--- config.mk ---
export PLATFORM = sky130hd
export DESIGN_NAME = alu_operand_stage
export DESIGN_NICKNAME = d
export VERILOG_FILES = /design/src/rtl/alu_operand_stage.sv
export SDC_FILE = /design/constraint.sdc
export NUM_CORES = 1
export LEC_CHECK = 0
export CORE_MARGIN = 4
export CORE_UTILIZATION = 55
export DETAILED_ROUTE_END_ITERATION = 6
export PLACE_DENSITY = 0.82
export SLEW_MARGIN = 15
export SYNTH_ARGS = -nofsm -noshare
export SYNTH_HDL_FRONTEND = slang
export SYNTH_SLANG_ARGS = --single-unit
--- constraint.sdc ---
create_clock -name clk -period 4.5 [get_ports clk]
set_clock_uncertainty 0.05 [all_clocks]
set_input_delay 0.675 -clock clk [delete_from_list [all_inputs] [get_ports clk]]
set_output_delay 0.675 -clock clk [all_outputs]
set_load 0.01 [all_outputs]
--- src/rtl/alu_operand_stage.sv ---
// alu_operand_stage
// Operand-fetch stage for a small ALU: an NREG-entry register file (R0 hard-wired to zero),
// immediate extension for operand B, and the carry/zero flag register.
//
// Ports
//   clk, rst                 clock and synchronous active-high reset
//   rs_addr, rt_addr         read addresses for op_a and op_b/rt_data
//   rd_addr, wr_en, wr_data  write-back port (ALU result)
//   use_imm, imm, imm_sext   operand B immediate select and extension control
//   flag_we, carry_d, zero_d flag register update
//   op_a, op_b, rt_data      combinational operand reads of pre-edge state
//   carry_q, zero_q          stored flags
module alu_operand_stage #(
  parameter int unsigned DATA_W = 8,
  parameter int unsigned NREG   = 8
) (
  input  logic                    clk,
  input  logic                    rst,
  input  logic [$clog2(NREG)-1:0] rs_addr,
  input  logic [$clog2(NREG)-1:0] rt_addr,
  input  logic [$clog2(NREG)-1:0] rd_addr,
  input  logic                    wr_en,
  input  logic [DATA_W-1:0]       wr_data,
  input  logic                    use_imm,
  input  logic [4:0]              imm,
  input  logic                    imm_sext,
  input  logic                    flag_we,
  input  logic                    carry_d,
  input  logic                    zero_d,
  output logic [DATA_W-1:0]       op_a,
  output logic [DATA_W-1:0]       op_b,
  output logic [DATA_W-1:0]       rt_data,
  output logic                    carry_q,
  output logic                    zero_q
);

  localparam int unsigned AddrW = $clog2(NREG);

  logic [DATA_W-1:0] regs_q [NREG];
  logic [DATA_W-1:0] imm_ext;

  // Entry 0 is reset and never written; reads of address 0 are also forced to zero so R0
  // reads as zero even before the first reset.
  always_ff @(posedge clk) begin
    if (rst) begin
      for (int i = 0; i < int'(NREG); i++) begin
        regs_q[i] <= '0;
      end
      carry_q <= 1'b0;
      zero_q  <= 1'b0;
    end else begin
      if (wr_en && (rd_addr != '0)) begin
        regs_q[rd_addr] <= wr_data;
      end
      if (flag_we) begin
        carry_q <= carry_d;
        zero_q  <= zero_d;
      end
    end
  end

  // Reads see pre-edge contents only; a write-to-read bypass would close a loop through the ALU.
  always_comb begin
    op_a    = (rs_addr == AddrW'(0)) ? '0 : regs_q[rs_addr];
    rt_data = (rt_addr == AddrW'(0)) ? '0 : regs_q[rt_addr];
  end

  // Zero extension is used for shift amounts, sign extension for arithmetic immediates.
  always_comb begin
    if (imm_sext) begin
      imm_ext = {{(DATA_W-5){imm[4]}}, imm};
    end else begin
      imm_ext = {{(DATA_W-5){1'b0}}, imm};
    end
    op_b = use_imm ? imm_ext : rt_data;
  end

endmodule

==> report_table.html <==
<table>
<tr><th>Metric</th><th>Value</th></tr>
<tr><th colspan="2">STA</th></tr>
<tr><td>Final period demand of the worst path</td><td>a little under 4000 ps</td></tr>
<tr><td>Slew @ Worst Pin</td><td>approximately 670 ps</td></tr>
<tr><td>Unrepaired setup endpoints after global routing</td><td>no</td></tr>
<tr><td>Maximum clock frequency</td><td>roughly 0.26 GHz</td></tr>
<tr><td>Final-report hold violation count</td><td>0</td></tr>
<tr><td>Setup Total Neg Slack</td><td>0 ps</td></tr>
<tr><td>Worst slew margin</td><td>0.552</td></tr>
<tr><td>Number of endpoints failing setup at the final stage</td><td>0</td></tr>
<tr><td>Number of max-slew violations in the final report</td><td>0</td></tr>
<tr><td>Worst hold slack across all endpoints</td><td>between 400 and 500 ps</td></tr>
<tr><td>Post-route fraction of the period consumed by the critical path</td><td>0.861</td></tr>
<tr><th colspan="2">Critical path</th></tr>
<tr><td>Cells along the critical path</td><td>clkdlybuf4s50_1 &gt; buf_4 &gt; mux2_2 &gt; mux4_2 &gt; mux2_2 &gt; clkdlybuf4s50_1</td></tr>
<tr><td>Startpoint kind of the worst setup timing path</td><td>input port</td></tr>
<tr><td>Capturing point of the worst reg2reg path</td><td>zero_q</td></tr>
<tr><td>Critical-path top delay cell</td><td>sky130_fd_sc_hd__mux4_2</td></tr>
<tr><td>Crit path to</td><td>op_b[1]</td></tr>
<tr><td>Reg2reg path depth</td><td>2</td></tr>
<tr><td>Cell depth of the worst setup path</td><td>6</td></tr>
<tr><td>Type of the worst setup path</td><td>in -&gt; out</td></tr>
<tr><td>Count of buffer and inverter cells on the critical path</td><td>3</td></tr>
<tr><td>Largest delay share family, worst path</td><td>buffers and inverters</td></tr>
<tr><td>Register-to-register setup slack</td><td>between 3000 and 4000 ps</td></tr>
<tr><td>Launch point of the worst path</td><td>rt_addr[1]</td></tr>
<tr><td>Data required time at the worst endpoint</td><td>3770 ps</td></tr>
<tr><td>Worst reg2reg startpoint</td><td>zero_q</td></tr>
<tr><td>Slowest cell delay on critical path</td><td>480 ps</td></tr>
<tr><td>CP arrival</td><td>3150 ps</td></tr>
<tr><td>Maximum net fanout on the critical path</td><td>32</td></tr>
<tr><td>Nature of the critical path endpoint</td><td>output pin</td></tr>
<tr><th colspan="2">Synth</th></tr>
<tr><td>Synthesized net count</td><td>277</td></tr>
<tr><td>Synth Warn #</td><td>0</td></tr>
<tr><td>Dominant combinational cell family by area after synthesis</td><td>multiplexers</td></tr>
<tr><td>Share of the yosys chip area belonging to registers</td><td>0.525</td></tr>
<tr><td>Number of flip-flops and latches in the synthesized netlist</td><td>58</td></tr>
<tr><td>Adder-Cell Fraction of Synth Area</td><td>0</td></tr>
<tr><td>Synthesized cell area</td><td>about 3300 µm²</td></tr>
<tr><td>Synthesized-area fraction occupied by ao, oa, aoi and oai cells</td><td>0.0630</td></tr>
<tr><td>Portion of netlist area occupied by mux cells</td><td>0.224</td></tr>
<tr><td>Post-synthesis share of cell area spent on xor and xnor gates</td><td>0</td></tr>
<tr><td>Share of synthesized flip-flops with an asynchronous set or reset</td><td>0</td></tr>
<tr><td>Share of synthesized cell area in and, or, nand and nor gates</td><td>0.160</td></tr>
<tr><td>Number of synthesized flops with an enable pin</td><td>56</td></tr>
<tr><td>Post-synthesis cell type count</td><td>31</td></tr>
<tr><td>Number of standard cells after synthesis</td><td>roughly 250</td></tr>
<tr><td>Mean instance size in the synthesized netlist</td><td>13.3 µm²</td></tr>
<tr><td>Main flop type after synthesis</td><td>sky130_fd_sc_hd__edfxtp_1</td></tr>
<tr><th colspan="2">CTS</th></tr>
<tr><td>Post CTS Setup Buffer Count</td><td>0</td></tr>
<tr><td>Clock tree from TritonCTS</td><td>done</td></tr>
<tr><td>Cts-stage hold buffer count</td><td>0</td></tr>
<tr><td>Buffer type at the clock tree root</td><td>sky130_fd_sc_hd__clkbuf_8</td></tr>
<tr><td>Number of buffers created by CTS</td><td>9</td></tr>
<tr><td>Insertion delay to the later sink of the worst-skew pair</td><td>around 330 ps</td></tr>
<tr><td>Count of cells resized by post-cts repair</td><td>0</td></tr>
<tr><td>Bufs on Longest Clock Path</td><td>2</td></tr>
<tr><td>Clock net sink count</td><td>between 50 and 60</td></tr>
<tr><td>Reg clk slew, reported paths</td><td>about 60 ps</td></tr>
<tr><td>Clock H-tree levels</td><td>3</td></tr>
<tr><th colspan="2">Floorplanning</th></tr>
<tr><td>Number of ports placed on the die boundary</td><td>56</td></tr>
<tr><td>Die height</td><td>around 85 µm</td></tr>
<tr><td>Die boundary width</td><td>around 85 µm</td></tr>
<tr><td>Core box area</td><td>between 5000 and 6000 µm²</td></tr>
<tr><td>Die Footprint</td><td>about 7300 µm²</td></tr>
<tr><td>Starting density of the core</td><td>0.581</td></tr>
<tr><td>Row cnt</td><td>27</td></tr>
<tr><th colspan="2">Finish</th></tr>
<tr><td>Most frequent cells in the layout</td><td>sky130_fd_sc_hd__and2_1, sky130_fd_sc_hd__edfxtp_1, sky130_fd_sc_hd__clkdlybuf4s50_1</td></tr>
<tr><td>Fraction of layout instances using a drive strength above 1</td><td>0.195</td></tr>
<tr><td>P&amp;R area growth vs syn</td><td>24.7%</td></tr>
<tr><td>Final Core Density</td><td>0.725</td></tr>
<tr><td>Commonest non-fill, non-tap cell in the layout</td><td>sky130_fd_sc_hd__and2_1</td></tr>
<tr><td>Post-layout nets</td><td>roughly 340</td></tr>
<tr><td>Inserted Diodes</td><td>0</td></tr>
<tr><th colspan="2">Route</th></tr>
<tr><td>Total iterations of the first detailed-routing run</td><td>5</td></tr>
<tr><td>Vias post-DR</td><td>approximately 2300</td></tr>
<tr><td>Drt via density</td><td>around 6</td></tr>
<tr><td>Residual antenna-violating net count after detailed routing</td><td>0</td></tr>
<tr><td>Detailed Route Iter0 Violations</td><td>133</td></tr>
<tr><td>Total wire length after detailed routing</td><td>slightly above 8 mm</td></tr>
<tr><td>Routed wire per std cell</td><td>approximately 21 µm</td></tr>
<tr><td>Number of design rule violations left after detail routing</td><td>0</td></tr>
<tr><th colspan="2">Pwr</th></tr>
<tr><td>Static Leakage</td><td>~1.5 nW</td></tr>
<tr><td>Overall Power</td><td>1.34 mW</td></tr>
<tr><td>Power density over cell area</td><td>approximately 330 nW/µm²</td></tr>
<tr><td>Peak supply drop</td><td>roughly 0.22 mV</td></tr>
<tr><th colspan="2">GRT</th></tr>
<tr><td>Grt ovf</td><td>0</td></tr>
<tr><td>Pin count of the biggest net entering global routing</td><td>33</td></tr>
<tr><td>First-pass GRT wire length</td><td>between 10 and 15 mm</td></tr>
<tr><td>Initial antenna violation count</td><td>0</td></tr>
<tr><td>Global-route usage over all layers</td><td>0.236</td></tr>
<tr><td>Via count of the first global-routing pass</td><td>approximately 2400</td></tr>
<tr><th colspan="2">Worst hold path</th></tr>
<tr><td>Startpoint of the tightest hold check path</td><td>carry_q</td></tr>
<tr><td>Hold Path Class</td><td>reg -&gt; reg</td></tr>
<tr><th colspan="2">Run</th></tr>
<tr><td>Max-cap violations</td><td>0</td></tr>
<tr><th colspan="2">Place</th></tr>
<tr><td>Detailed placer's ending HPWL</td><td>5.77 mm</td></tr>
<tr><td>Routability congestion estimate from global placement</td><td>between 0.8 and 0.9</td></tr>
<tr><td>Port buffer count</td><td>55</td></tr>
<tr><th colspan="2">Status</th></tr>
<tr><td>Run status</td><td>finished clean</td></tr>
</table>
==> final cells by class <==
class | instances | area, µm²
Sequential cell | 58 | 1720
Fill cell | 382 | 1550
Multi-Input combinational cell | 171 | 1470
Timing Repair Buffer | 60 | 588
Clock buffer | 14 | 183
Tap cell | 72 | 90.1
Inverter | 8 | 30.0
Clock inverter | 2 | 10.0
==> report_power, final <==
part	switching, mW	internal (mW)	total (mW)
Sequential	0.0197	0.627	0.646
Combinational	0.107	0.135	0.242
Clock	0.193	0.258	0.451
Total	0.320	1.02	1.34
==> flip-flops by register name, indices dropped and copies added, names as in the netlist <==
register,flops
zero_q,1
regs_q,56
carry_q,1
==> cells by family (layout without fill, tap and decap cells) <==
group | Yosys count | count (layout)
buffers and inverters | 18 | 84
multiplexers | 52 | 52
AO/OA/AOI/OAI | 30 | 30
AND/OR/NAND/NOR | 89 | 89
flip-flops | 58 | 58
==> routing by layer <==
layer | GRT usage | vias to the layer above | share of wire
met2 | 0.400 | 110 | 0.49
met5 | 0 | - | 0
met1 | 0.278 | 1130 | 0.40
met3 | 0.0612 | 20 | 0.080
li1 | - | 1043 | -
met4 | 0.119 | 0 | 0.029
==> cell usage after synthesis (all sizes together) (2+ instances only) <==
master  instances  area, µm²
and2           61        382
edfxtp         56       1680
mux2           27        323
mux4           13        293
mux2i          12        120
a21oi          11       55.1
nor2            8       30.0
inv             7       26.3
or2             7       43.8
a221oi          6       52.6
buf             6       45.0
nand2           6       22.5
clkbuf          4       15.0
a211o           3       26.3
a31oi           3       18.8
nand2b          3       18.8
o22a            3       26.3
dfxtp           2       40.0
==> worst min path at each step <==
stage | end | cells after the start
after floorplan | carry_q | 2
after global placement | carry_q | 2
after detailed placement | carry_q | 2
after CTS | carry_q | 2
after global routing | carry_q | 2
final | carry_q | 2
==> worst reg2reg max path, cell delays in order (launching register included) <==
cell	delay [ps]
sky130_fd_sc_hd__dfxtp_1	310
sky130_fd_sc_hd__mux2i_1	140
sky130_fd_sc_hd__nor2_1	60
==> per-stage QoR <==
stage          setup WS (ps)  instances  area [µm²]
2_1_floorplan           1860        247        3280
3_3_place_gp             667        369        3900
3_5_place_dp             627        369        3900
4_1_cts                  624        385        4090
5_1_grt                  546        385        4090
6_report                 624        385        4090
No activity file was read; power rests on OpenSTA's default activity.
